## config.mk

```make
export PLATFORM = sky130hd
export DESIGN_NAME = riscv_mem_sequencer_flat
export DESIGN_NICKNAME = d
export VERILOG_FILES = /design/src/rtl/riscv_mem_sequencer_pkg.sv /design/src/rtl/riscv_mem_sequencer_if.sv /design/src/rtl/riscv_mem_sequencer_lanes.sv /design/src/rtl/riscv_mem_sequencer.sv /design/src/flat_wrapper.sv
export SDC_FILE = /design/constraint.sdc
export NUM_CORES = 1
export LEC_CHECK = 0
export CELL_PAD_IN_SITES_DETAIL_PLACEMENT = 0
export CELL_PAD_IN_SITES_GLOBAL_PLACEMENT = 1
export CORE_MARGIN = 5
export CORE_UTILIZATION = 35
export CTS_CLUSTER_SIZE = 25
export DETAILED_ROUTE_END_ITERATION = 10
export GPL_TIMING_DRIVEN = 0
export PLACE_DENSITY = 0.89
export SYNTH_ARGS = -nofsm -noshare
export SYNTH_HDL_FRONTEND = slang
export SYNTH_SLANG_ARGS = --single-unit
```

## constraint.sdc

```tcl
create_clock -name clock -period 7.8 [get_ports clock]
set_input_delay 1.56 -clock clock [delete_from_list [all_inputs] [get_ports clock]]
set_output_delay 1.56 -clock clock [all_outputs]
set_load 0.05 [all_outputs]
```

## src/rtl/riscv_mem_sequencer_pkg.sv

```systemverilog
// Shared definitions for the RV32 memory sequencer: state encoding, access
// width codes, fault cause codes, reset instruction word and alignment helper.
// Pure package, no logic.
package riscv_mem_sequencer_pkg;

  typedef enum logic [2:0] {
    S_FETCH  = 3'd0,
    S_EXEC   = 3'd1,
    S_DATA   = 3'd2,
    S_COMMIT = 3'd3,
    S_FAULT  = 3'd4
  } state_e;

  localparam logic [1:0] W_BYTE = 2'd0;
  localparam logic [1:0] W_HALF = 2'd1;
  localparam logic [1:0] W_WORD = 2'd2;
  localparam logic [1:0] W_NONE = 2'd3;

  localparam logic [1:0] CAUSE_NONE    = 2'd0;
  localparam logic [1:0] CAUSE_FETCH   = 2'd1;
  localparam logic [1:0] CAUSE_DATA    = 2'd2;
  localparam logic [1:0] CAUSE_TIMEOUT = 2'd3;

  // addi x0, x0, 0
  localparam logic [31:0] NOP_INSN = 32'h0000_0013;

  // Halfwords need an even address, words a 4-byte aligned one; bytes never fault.
  function automatic logic misaligned(input logic [1:0] width, input logic [1:0] off);
    return ((width == W_HALF) && off[0]) || ((width == W_WORD) && (off != 2'b00));
  endfunction

endpackage

```

## src/rtl/riscv_mem_sequencer_if.sv

```systemverilog
// Core-side and memory-side signals of the sequencer bundled in one interface.
// master = the sequencer itself, slave = the core plus memory around it.
// No logic; direction only.
interface riscv_mem_sequencer_if #(
  parameter int COUNT_WIDTH = 32
);
  // core side
  logic [31:0]            instruction_address;
  logic [31:0]            instruction_data;
  logic [31:0]            data_address;
  logic [1:0]             data_width;
  logic [31:0]            data_out;
  logic                   data_read;
  logic                   data_write;
  logic [31:0]            data_in;
  logic                   core_stall;
  logic                   core_wait;
  // memory side
  logic                   mem_req;
  logic                   mem_we;
  logic [29:0]            mem_addr;
  logic [3:0]             mem_be;
  logic [31:0]            mem_wdata;
  logic [31:0]            mem_rdata;
  logic                   mem_ready;
  // status
  logic                   fault;
  logic [1:0]             fault_cause;
  logic [COUNT_WIDTH-1:0] instret;

  modport master (
    input  instruction_address, data_address, data_width, data_out,
           data_read, data_write, core_stall, mem_rdata, mem_ready,
    output instruction_data, data_in, core_wait, mem_req, mem_we,
           mem_addr, mem_be, mem_wdata, fault, fault_cause, instret
  );

  modport slave (
    output instruction_address, data_address, data_width, data_out,
           data_read, data_write, core_stall, mem_rdata, mem_ready,
    input  instruction_data, data_in, core_wait, mem_req, mem_we,
           mem_addr, mem_be, mem_wdata, fault, fault_cause, instret
  );

endinterface

```

## src/rtl/riscv_mem_sequencer_lanes.sv

```systemverilog
// Byte-lane steering: byte enables and shifted store data, plus load alignment.
// Purely combinational, zero latency.
// No flow control; the caller decides when the results are used.
module riscv_mem_sequencer_lanes
  import riscv_mem_sequencer_pkg::*;
(
  input  logic [1:0]  width_i,
  input  logic [1:0]  wr_off_i,
  input  logic [31:0] wdata_i,
  input  logic [1:0]  rd_off_i,
  input  logic [31:0] rdata_i,
  output logic [3:0]  be_o,
  output logic [31:0] wdata_o,
  output logic [31:0] rdata_o
);

  // Enables from width and byte offset; data moved by whole bytes.
  always_comb begin
    be_o = 4'b0000;
    case (width_i)
      W_BYTE:  be_o = 4'b0001 << wr_off_i;
      W_HALF:  be_o = 4'b0011 << wr_off_i;
      W_WORD:  be_o = 4'b1111;
      default: be_o = 4'b0000;
    endcase
    wdata_o = wdata_i << {wr_off_i, 3'b000};
    rdata_o = rdata_i >> {rd_off_i, 3'b000};
  end

endmodule

```

## src/rtl/riscv_mem_sequencer.sv

```systemverilog
// Steps a single-cycle RV32 core through FETCH/EXEC/[DATA]/COMMIT on one memory port.
// Latency: 2 cycles per ALU instruction, 4 per load/store with zero-wait memory.
// Backpressure: mem_ready stretches FETCH/DATA (with timeout), core_stall holds EXEC/COMMIT.
module riscv_mem_sequencer
  import riscv_mem_sequencer_pkg::*;
#(
  parameter int MEM_TIMEOUT = 255,
  parameter int COUNT_WIDTH = 32
) (
  input logic                  clock,
  input logic                  reset,
  riscv_mem_sequencer_if.master bus
);

  localparam int TW = (MEM_TIMEOUT < 2) ? 1 : $clog2(MEM_TIMEOUT + 1);
  localparam logic [TW-1:0] TO_LAST = TW'((MEM_TIMEOUT > 0) ? (MEM_TIMEOUT - 1) : 0);

  state_e                 state_q, state_d;
  logic [31:0]            instr_q, instr_d;
  logic [31:0]            din_q, din_d;
  logic [COUNT_WIDTH-1:0] instret_q, instret_d;
  logic [1:0]             cause_q, cause_d;
  logic [TW-1:0]          to_q, to_d;
  logic                   we_q, we_d;
  logic [29:0]            addr_q, addr_d;
  logic [3:0]             be_q, be_d;
  logic [31:0]            wdata_q, wdata_d;
  logic [1:0]             off_q, off_d;

  logic                   mem_req;
  logic                   core_wait;
  logic                   access;
  logic [3:0]             lane_be;
  logic [31:0]            lane_wdata;
  logic [31:0]            lane_rdata;

  riscv_mem_sequencer_lanes u_lanes (
    .width_i  (bus.data_width),
    .wr_off_i (bus.data_address[1:0]),
    .wdata_i  (bus.data_out),
    .rd_off_i (off_q),
    .rdata_i  (bus.mem_rdata),
    .be_o     (lane_be),
    .wdata_o  (lane_wdata),
    .rdata_o  (lane_rdata)
  );

  assign access = (bus.data_read || bus.data_write) && (bus.data_width != W_NONE);

  // Next-state, request and core handshake; timeout overrides the phase result.
  always_comb begin
    state_d   = state_q;
    instr_d   = instr_q;
    din_d     = din_q;
    instret_d = instret_q;
    cause_d   = cause_q;
    to_d      = to_q;
    we_d      = we_q;
    addr_d    = addr_q;
    be_d      = be_q;
    wdata_d   = wdata_q;
    off_d     = off_q;
    mem_req   = 1'b0;
    core_wait = 1'b1;

    case (state_q)
      S_FETCH: begin
        if (bus.instruction_address[1:0] != 2'b00) begin
          state_d = S_FAULT;
          cause_d = CAUSE_FETCH;
        end else begin
          mem_req = 1'b1;
          if (bus.mem_ready) begin
            instr_d = bus.mem_rdata;
            state_d = S_EXEC;
          end
        end
      end
      S_EXEC: begin
        if (!access) begin
          core_wait = bus.core_stall;
          if (!bus.core_stall) begin
            instret_d = instret_q + COUNT_WIDTH'(1);
            state_d   = S_FETCH;
          end
        end else if (misaligned(bus.data_width, bus.data_address[1:0])) begin
          state_d = S_FAULT;
          cause_d = CAUSE_DATA;
        end else begin
          // read+write together resolves to a write
          we_d    = bus.data_write;
          addr_d  = bus.data_address[31:2];
          be_d    = lane_be;
          wdata_d = lane_wdata;
          off_d   = bus.data_address[1:0];
          state_d = S_DATA;
        end
      end
      S_DATA: begin
        mem_req = 1'b1;
        if (bus.mem_ready) begin
          din_d   = we_q ? 32'h0 : lane_rdata;
          state_d = S_COMMIT;
        end
      end
      S_COMMIT: begin
        core_wait = bus.core_stall;
        if (!bus.core_stall) begin
          instret_d = instret_q + COUNT_WIDTH'(1);
          state_d   = S_FETCH;
        end
      end
      default: begin
        state_d = S_FAULT;
      end
    endcase

    // Count unanswered request cycles; zero timeout disables the check.
    if (mem_req && !bus.mem_ready && (MEM_TIMEOUT != 0)) begin
      if (to_q == TO_LAST) begin
        state_d = S_FAULT;
        cause_d = CAUSE_TIMEOUT;
        to_d    = '0;
      end else begin
        to_d = to_q + TW'(1);
      end
    end else begin
      to_d = '0;
    end
  end

  // State and datapath registers; reset drops any request in flight.
  always_ff @(posedge clock or posedge reset) begin
    if (reset) begin
      state_q   <= S_FETCH;
      instr_q   <= NOP_INSN;
      din_q     <= 32'h0;
      instret_q <= '0;
      cause_q   <= CAUSE_NONE;
      to_q      <= '0;
      we_q      <= 1'b0;
      addr_q    <= 30'h0;
      be_q      <= 4'h0;
      wdata_q   <= 32'h0;
      off_q     <= 2'b00;
    end else begin
      state_q   <= state_d;
      instr_q   <= instr_d;
      din_q     <= din_d;
      instret_q <= instret_d;
      cause_q   <= cause_d;
      to_q      <= to_d;
      we_q      <= we_d;
      addr_q    <= addr_d;
      be_q      <= be_d;
      wdata_q   <= wdata_d;
      off_q     <= off_d;
    end
  end

  // Fetch drives pc fields, DATA drives the registered access; reset gates the request.
  assign bus.mem_req          = mem_req && !reset;
  assign bus.mem_we           = (state_q == S_DATA) && we_q;
  assign bus.mem_addr         = (state_q == S_DATA) ? addr_q : bus.instruction_address[31:2];
  assign bus.mem_be           = (state_q == S_DATA) ? be_q : 4'hF;
  assign bus.mem_wdata        = (state_q == S_DATA) ? wdata_q : 32'h0;
  assign bus.core_wait        = core_wait || reset;
  assign bus.instruction_data = instr_q;
  assign bus.data_in          = din_q;
  assign bus.fault            = (cause_q != CAUSE_NONE);
  assign bus.fault_cause      = cause_q;
  assign bus.instret          = instret_q;

endmodule

```

## src/flat_wrapper.sv

```systemverilog
// flat-port wrapper written by rule: the top's interface ports become plain ports
module riscv_mem_sequencer_flat import riscv_mem_sequencer_pkg::*;
#(
  parameter int MEM_TIMEOUT = 255,
  parameter int COUNT_WIDTH = 32
)
  (clock, reset, bus_instruction_address, bus_data_address, bus_data_width, bus_data_out, bus_data_read, bus_data_write, bus_core_stall, bus_mem_rdata, bus_mem_ready, bus_instruction_data, bus_data_in, bus_core_wait, bus_mem_req, bus_mem_we, bus_mem_addr, bus_mem_be, bus_mem_wdata, bus_fault, bus_fault_cause, bus_instret);
  riscv_mem_sequencer_if #(.COUNT_WIDTH(COUNT_WIDTH)) bus_i ();
  input logic clock;
  input logic reset;
  input wire logic [$bits(bus_i.instruction_address)-1:0] bus_instruction_address;
  input wire logic [$bits(bus_i.data_address)-1:0] bus_data_address;
  input wire logic [$bits(bus_i.data_width)-1:0] bus_data_width;
  input wire logic [$bits(bus_i.data_out)-1:0] bus_data_out;
  input wire logic [$bits(bus_i.data_read)-1:0] bus_data_read;
  input wire logic [$bits(bus_i.data_write)-1:0] bus_data_write;
  input wire logic [$bits(bus_i.core_stall)-1:0] bus_core_stall;
  input wire logic [$bits(bus_i.mem_rdata)-1:0] bus_mem_rdata;
  input wire logic [$bits(bus_i.mem_ready)-1:0] bus_mem_ready;
  output wire logic [$bits(bus_i.instruction_data)-1:0] bus_instruction_data;
  output wire logic [$bits(bus_i.data_in)-1:0] bus_data_in;
  output wire logic [$bits(bus_i.core_wait)-1:0] bus_core_wait;
  output wire logic [$bits(bus_i.mem_req)-1:0] bus_mem_req;
  output wire logic [$bits(bus_i.mem_we)-1:0] bus_mem_we;
  output wire logic [$bits(bus_i.mem_addr)-1:0] bus_mem_addr;
  output wire logic [$bits(bus_i.mem_be)-1:0] bus_mem_be;
  output wire logic [$bits(bus_i.mem_wdata)-1:0] bus_mem_wdata;
  output wire logic [$bits(bus_i.fault)-1:0] bus_fault;
  output wire logic [$bits(bus_i.fault_cause)-1:0] bus_fault_cause;
  output wire logic [$bits(bus_i.instret)-1:0] bus_instret;
  assign bus_i.instruction_address = bus_instruction_address;
  assign bus_i.data_address = bus_data_address;
  assign bus_i.data_width = bus_data_width;
  assign bus_i.data_out = bus_data_out;
  assign bus_i.data_read = bus_data_read;
  assign bus_i.data_write = bus_data_write;
  assign bus_i.core_stall = bus_core_stall;
  assign bus_i.mem_rdata = bus_mem_rdata;
  assign bus_i.mem_ready = bus_mem_ready;
  assign bus_instruction_data = bus_i.instruction_data;
  assign bus_data_in = bus_i.data_in;
  assign bus_core_wait = bus_i.core_wait;
  assign bus_mem_req = bus_i.mem_req;
  assign bus_mem_we = bus_i.mem_we;
  assign bus_mem_addr = bus_i.mem_addr;
  assign bus_mem_be = bus_i.mem_be;
  assign bus_mem_wdata = bus_i.mem_wdata;
  assign bus_fault = bus_i.fault;
  assign bus_fault_cause = bus_i.fault_cause;
  assign bus_instret = bus_i.instret;
  riscv_mem_sequencer #(.MEM_TIMEOUT(MEM_TIMEOUT), .COUNT_WIDTH(COUNT_WIDTH)) u_core (.clock(clock), .reset(reset), .bus(bus_i));
endmodule
```

==> metrics.txt, run 1 <==
status=finished clean; post-route ant nets=0; Max Cap Viol=0; mapped cell area=8680 um^2; Starting DRT DRC Count=366; largest net degree at the start of global routing=38; Slew Viols, Final=0; Int Pwr=1.86 mW; total power=2.83 mW; FILL cells=2203; fraction of layout cells with a size suffix above 1=11.8%; Combinational Power Share=29.9%; asr flop ratio synth=100%; Netlist cell types=48; Seq/Total Area, Yosys=51.4%; Clock Path Buffers=2; Worst slew margin=45.7%; Most used DFF post-synth=dfrtp_1; Leakage Power=5.39 nW; via count=7133; max incr delay on CP=810 ps; Ys Warns=0; Pre-antenna DRT Iters=5; multi-input logic area=3950 um^2; crit path DAT=3760 ps; critical path's top delay family=buffers and inverters; PD cells=221 nW/um^2; metal3 WL=1.49 mm; DR DRC count=0; post-CTS setup buffer count=0; average size of a mapped cell=11.2 um^2; DP Wirelength=21.6 mm; # hold bufs at CTS=0; RSZ-0062 raised after global routing=false; # IOs=304; Die Y-Extent=167 um; Num Clock Sinks=178; All-Layer GR Usage=19.5%; Root Buffer=clkbuf_16; fin cells=1435; nets=1237; crit-path max FO=37; Max Clk Rate=188 MHz; Seq cells post-synth=178; highest-delay cell along the critical path=clkdlybuf4s50_1; Startpoint Class=input pin; clock-pin slew on the worst setup and hold paths=70 ps; uppermost routed layer=met4; die area=28000 um^2; Critical Path RT=6240 ps; H-tree Lvls=4; WL met2=13.8 mm; VDD IR max=0.118 mV; routability congestion estimate=0.841; Buf/Inv on CP=5; Fin. Hold Viols=0; path type of the worst setup path=input pin to output port; placed insts=1403; die width=167 um; crit-path cells=clkdlybuf4s50_1, clkinvlp_4, buf_12, buf_12, nand2_1, clkdlybuf4s50_1; Reg area=4460 um^2; clk_lat worst skew=430 ps; switching power=0.974 mW; Congestion Overflow GR=0; initial antenna violation count=1; synthesis-to-finish area growth=47.5%; Clock power frac=31.1%; Syn Nets=911; met1 WL=11.8 mm; core area=24400 um^2; endpoints failing setup=0; # port buffers=302; sequential power share=39.1%; Net Sw Frac=34.4%; Mapped Cells=772; wirelength, routed=27.6 mm; CTS tree=done; final clock skew=14.2 ps; Placement Rows=57; wire length per cell=19.2 um; Initial Util=35.6%; post-layout min period=5320 ps; CTS Buf Count=17; CTS resizes=0; Worst Hold Class=flop to flop; Setup crit end kind=output port; number of global-route vias before repair=7550; first-pass GRT wire length=43.6 mm; Vias/cell=4.97; Post-synth EDFFs=0; part of the cycle the worst path needs=68.2%; Slew @ Worst Pin=812 ps
[path summary, 6_finish.rpt]
path,depth (start not counted),from,end,slack (ps)
setup / recovery,6,reset,bus_core_wait,2480
hold reg to reg,2,u_core.wdata_q[4]$_DFFE_PP0P_,u_core.wdata_q[4]$_DFFE_PP0P_,470
hold / removal,2,u_core.wdata_q[4]$_DFFE_PP0P_,u_core.wdata_q[4]$_DFFE_PP0P_,470
max in group asynchronous,4,reset,u_core.bus.instruction_data[1]$_DFFE_PP1P_,5540
setup reg to reg,6,u_core.state_q[2]$_DFF_PP0_,u_core.bus.data_in[29]$_DFFE_PP0P_,5780
min in group asynchronous,2,reset,u_core.to_q[0]$_DFF_PP0_,1460
[cell usage in the layout (no fill, tap or decap), drive strengths merged, types with 2 or more instances in the layout]
cell type / Yosys / routed
clkdlybuf4s50: 0 / 302
dfrtp: 175 / 175
mux2: 103 / 103
nand2: 91 / 91
clkbuf: 31 / 50
and2: 36 / 36
o21ai: 34 / 34
mux2i: 33 / 33
xnor2: 31 / 31
nor2: 28 / 28
buf: 19 / 24
nor2b: 22 / 22
nand4: 17 / 17
a21oi: 17 / 17
o31ai: 16 / 16
nand3: 15 / 15
inv: 7 / 12
a211oi: 10 / 10
and3: 8 / 8
a211o: 8 / 8
a32o: 8 / 8
o22ai: 8 / 8
a22o: 8 / 8
xor2: 7 / 7
and4: 6 / 6
nand2b: 5 / 5
nor3: 4 / 4
clkinv: 0 / 4
ha: 3 / 3
dfstp: 3 / 3
nor3b: 3 / 3
a2111oi: 2 / 2
nand3b: 2 / 2
or2: 2 / 2
or3: 2 / 2
bufinv: 0 / 2
[cells in the mapped netlist, drive strengths merged (10+ instances only)]
cell type,n,area (um^2)
dfrtp,175,4380
mux2,103,1160
nand2,91,342
and2,36,225
o21ai,34,170
mux2i,33,330
clkbuf,31,116
xnor2,31,272
nor2,28,108
nor2b,22,138
buf,19,125
a21oi,17,85.1
nand4,17,106
o31ai,16,120
nand3,15,75.1
a211oi,10,75.1
[flip-flops by register name, indices dropped and copies added, names as in the netlist, 2 cells and up]
| name | flops |
|---|---|
| u_core.bus.instret | 32 |
| u_core.be_q | 4 |
| u_core.bus.data_in | 32 |
| u_core.addr_q | 30 |
| u_core.wdata_q | 32 |
| u_core.to_q | 8 |
| u_core.state_q | 3 |
| u_core.bus.fault_cause | 2 |
| u_core.bus.instruction_data | 32 |
| u_core.off_q | 2 |
[metal layers]
layer | vias up | global-route usage [%]
met5 | - | 0
met4 | 0 | 5.54
met3 | 30 | 4.24
met2 | 226 | 33.3
met1 | 3493 | 25.1
li1 | 3384 | -
[tightest hold or removal path: stages (launching register included)]
cell and delay, ps:
dfrtp_1 340, nand2_1 40, o21ai_0 60
[cell families (layout without fill, tap and decap cells)]
logic type / count (synthesis) / after routing / share of synthesized area, %
compound gates: 116 / 116 / 9.72
xor+xnor: 38 / 38 / 3.84
fa+ha+maj: 3 / 3 / 0.433
buf+inv: 57 / 395 / 3.09
flops: 178 / 178 / 51.4
mux: 136 / 136 / 17.2
other cells: 0 / 1 / 0
simple gates: 244 / 244 / 14.4
[power groups by stage]
stage               combinational, mW  clock [mW]  sequential, mW
floorplan                       0.231           0            1.40
global placement                0.838           0            1.12
detailed placement              0.852           0            1.12
finish                          0.847       0.880            1.11
global route                    0.890       0.937            1.12
CTS                             0.855       0.902            1.11
[final cells by class]
type / instances / share of cell area (%)
clock buffer: 19 / 3.46
timing repair buffer: 307 / 24.4
sequential: 178 / 34.8
clock inverter: 12 / 1.13
inverter: 7 / 0.235
antenna: 1 / 0.0195
buffer: 50 / 1.89
tap: 324 / 3.17
multi-input combinational: 537 / 30.9
[stage by stage]
step	utilization (%)	cell area, um^2	hold slack (ps)	setup TNS (ps)	setup WS [ps]
floorplan	-	8680	440	0	1010
global placement	49.7	12100	455	-611	-611
detailed placement	50.1	12200	465	0	2450
CTS	52.5	12800	480	0	2450
global route	52.5	12800	504	0	2290
finish	52.5	12800	473	0	2480
Note: power is estimated with default switching activity, not from simulation.
==> run 2, diff against run 1 <==
==> constraint.sdc (replaced) <==
create_clock -name clock -period 5.27 [get_ports clock]
set_input_delay 1.054 -clock clock [delete_from_list [all_inputs] [get_ports clock]]
set_output_delay 1.054 -clock clock [all_outputs]
set_load 0.05 [all_outputs]
==> metrics.txt, run 2 (same netlist as run 1, synthesis figures left out) <==
die width=167 um (unchanged); Leakage Power=5.36 nW (-0.56%); Clock Path Buffers=2 (unchanged); area post-placement=12200 um^2 (about the same); min setup slack post-route=719 ps (-1760 ps); fin cells=1433 (-0.14%); highest-delay cell along the critical path=clkdlybuf4s50_1; Reg area=4460 um^2 (unchanged); n_diodes=0 (-1); DP Worst Slack=668 ps (-1780 ps); Fin. Hold Viols=0 (unchanged); via count=7086 (-0.66%); status=finished clean; FILL cells=2215 (+0.54%); Reg2Reg Launch Point=u_core.state_q[2]$_DFF_PP0_; crit-path cells=clkdlybuf4s50_1, clkinvlp_4, buf_12, buf_16, nand2_1, clkdlybuf4s50_1; Worst Hold Class=flop to flop; routability congestion estimate=0.848 (+0.84%); wire length per cell=18.9 um (-1.6%); VDD IR max=0.187 mV (+58%); Placement Rows=57 (unchanged); placed insts=1403 (unchanged); Slew @ Worst Pin=770 ps (-41.5 ps); post-layout min period=4550 ps; All-Layer GR Usage=19.1% (-0.45 points); Num Clock Sinks=178 (unchanged); nets=1237 (unchanged); fin util=52.3% (-0.19 points); Die Y-Extent=167 um (unchanged); path type of the worst setup path=input pin to output port; CTS Buf Count=17 (unchanged); first-pass GRT wire length=42.7 mm (-2.2%); core area=24400 um^2 (unchanged); synthesis-to-finish area growth=47.0%; Slew Viols, Final=0 (unchanged); commonest non-fill, non-tap cell in the layout=clkdlybuf4s50_1; design area=12800 um^2 (-0.36%); clock-pin slew on the worst setup and hold paths=60 ps (about the same); # IOs=304 (unchanged); Pre-antenna DRT Iters=5 (unchanged); crit path DAT=3500 ps (-260 ps); CTS tree=done; most used cell, CP=clkdlybuf4s50_1; Vias/cell=4.94 (-0.52%); clk_lat worst skew=420 ps (about the same); Startpoint Class=input pin; multi-input logic area=3950 um^2 (unchanged); wirelength, routed=27.1 mm (-1.7%); CP startpoint=reset; most frequent cells in the layout=clkdlybuf4s50_1 (302), dfrtp_1 (175), nand2_1 (91), mux2_2 (63), mux2_1 (40); H-tree Lvls=4 (unchanged); RR Endpoint=u_core.bus.data_in[29]$_DFFE_PP0P_; part of the cycle the worst path needs=86.3%; initial antenna violation count=0 (-1); Worst slew margin=48.5% (+2.8 points); Initial Util=35.6% (unchanged); Worst Hold Margin=467 ps (-6.55 ps); final clock skew=11.9 ps (-2.22 ps); DP Wirelength=21.2 mm (-2.1%); Worst R2R Path Depth=6 (unchanged); post-route ant nets=0 (unchanged); Root Buffer=clkbuf_16; Congestion Overflow GR=0 (unchanged); fraction of layout cells with a size suffix above 1=11.7% (-0.080 points); Max Clk Rate=220 MHz; # port buffers=302 (unchanged); PD cells=320 nW/um^2 (+45%); CTS resizes=0 (unchanged); Critical Path RT=4220 ps (-2020 ps); endpoints failing setup=0 (unchanged); Setup crit end kind=output port; DR DRC count=0 (unchanged); number of global-route vias before repair=7400 (-2.0%); Starting DRT DRC Count=397 (+8.5%); critical path capture point=bus_core_wait; # hold bufs at CTS=0 (unchanged); crit-path max FO=32 (-14%); Max Cap Viol=0 (unchanged); largest net degree at the start of global routing=41 (+7.9%); r2r setup slk=3190 ps (-2590 ps); post-CTS setup buffer count=0 (unchanged); die area=28000 um^2 (unchanged); RSZ-0062 raised after global routing=false; max incr delay on CP=810 ps (about the same)
run 2: cell count changes in the layout (fill, tap and decap cells not counted), sizes merged:
cell      previous run  this run
clkinvlp             1         4
inv                 12        10
bufinv               2         1
clkbuf              50        49
diode                1         0
run 2: worst min path at each step:
stage                                         from                              to  slack (ps)  cells past startpoint
detailed placement  u_core.wdata_q[13]$_DFFE_PP0P_  u_core.wdata_q[13]$_DFFE_PP0P_         460                      2
CTS                  u_core.wdata_q[9]$_DFFE_PP0P_   u_core.wdata_q[9]$_DFFE_PP0P_         470                      2
finish               u_core.wdata_q[9]$_DFFE_PP0P_   u_core.wdata_q[9]$_DFFE_PP0P_         470                      2
global route         u_core.wdata_q[3]$_DFFE_PP0P_   u_core.wdata_q[3]$_DFFE_PP0P_         500                      2
global placement    u_core.wdata_q[15]$_DFFE_PP0P_  u_core.wdata_q[15]$_DFFE_PP0P_         450                      2
floorplan           u_core.wdata_q[10]$_DFFE_PP0P_  u_core.wdata_q[10]$_DFFE_PP0P_         440                      2
run 2: critical path, delay by kind of cell:
family,cells,cell delay (ps)
buffers and inverters,5,2340
AND/OR/NAND/NOR,1,70
run 2: cell type report:
| type | instances | share of cell area, % |
|---|---|---|
| clock inverter | 12 | 0.844 |
| timing repair buffer | 307 | 24.5 |
| multi-input combinational | 537 | 31.0 |
| tap | 324 | 3.18 |
| inverter | 7 | 0.235 |
| buffer | 50 | 1.89 |
| sequential | 178 | 35.0 |
| clock buffer | 18 | 3.36 |
run 2: routing by layer:
layer / vias up / track usage, % / share of wire [%]
li1: 3380 / - / -
met1: 3475 / 24.9 / 43
met2: 200 / 31.6 / 49
met3: 31 / 4.81 / 5.4
met4: 0 / 5.68 / 2.4
met5: - / 0 / 0
run 2: metrics by stage:
step	setup TNS (ps)	total power, mW
after global routing	0	4.27
final	0	4.09
after detailed placement	0	2.92
after floorplan	-509	2.41
after CTS	0	4.13
after global placement	-2140	2.89
run 2: report_power, final:
group	internal (mW)	total (mW)	switching, mW
Clock	0.649	1.20	0.549
Sequential	1.54	1.64	0.0933
Combinational	0.487	1.25	0.764
Total	2.68	4.09	1.41
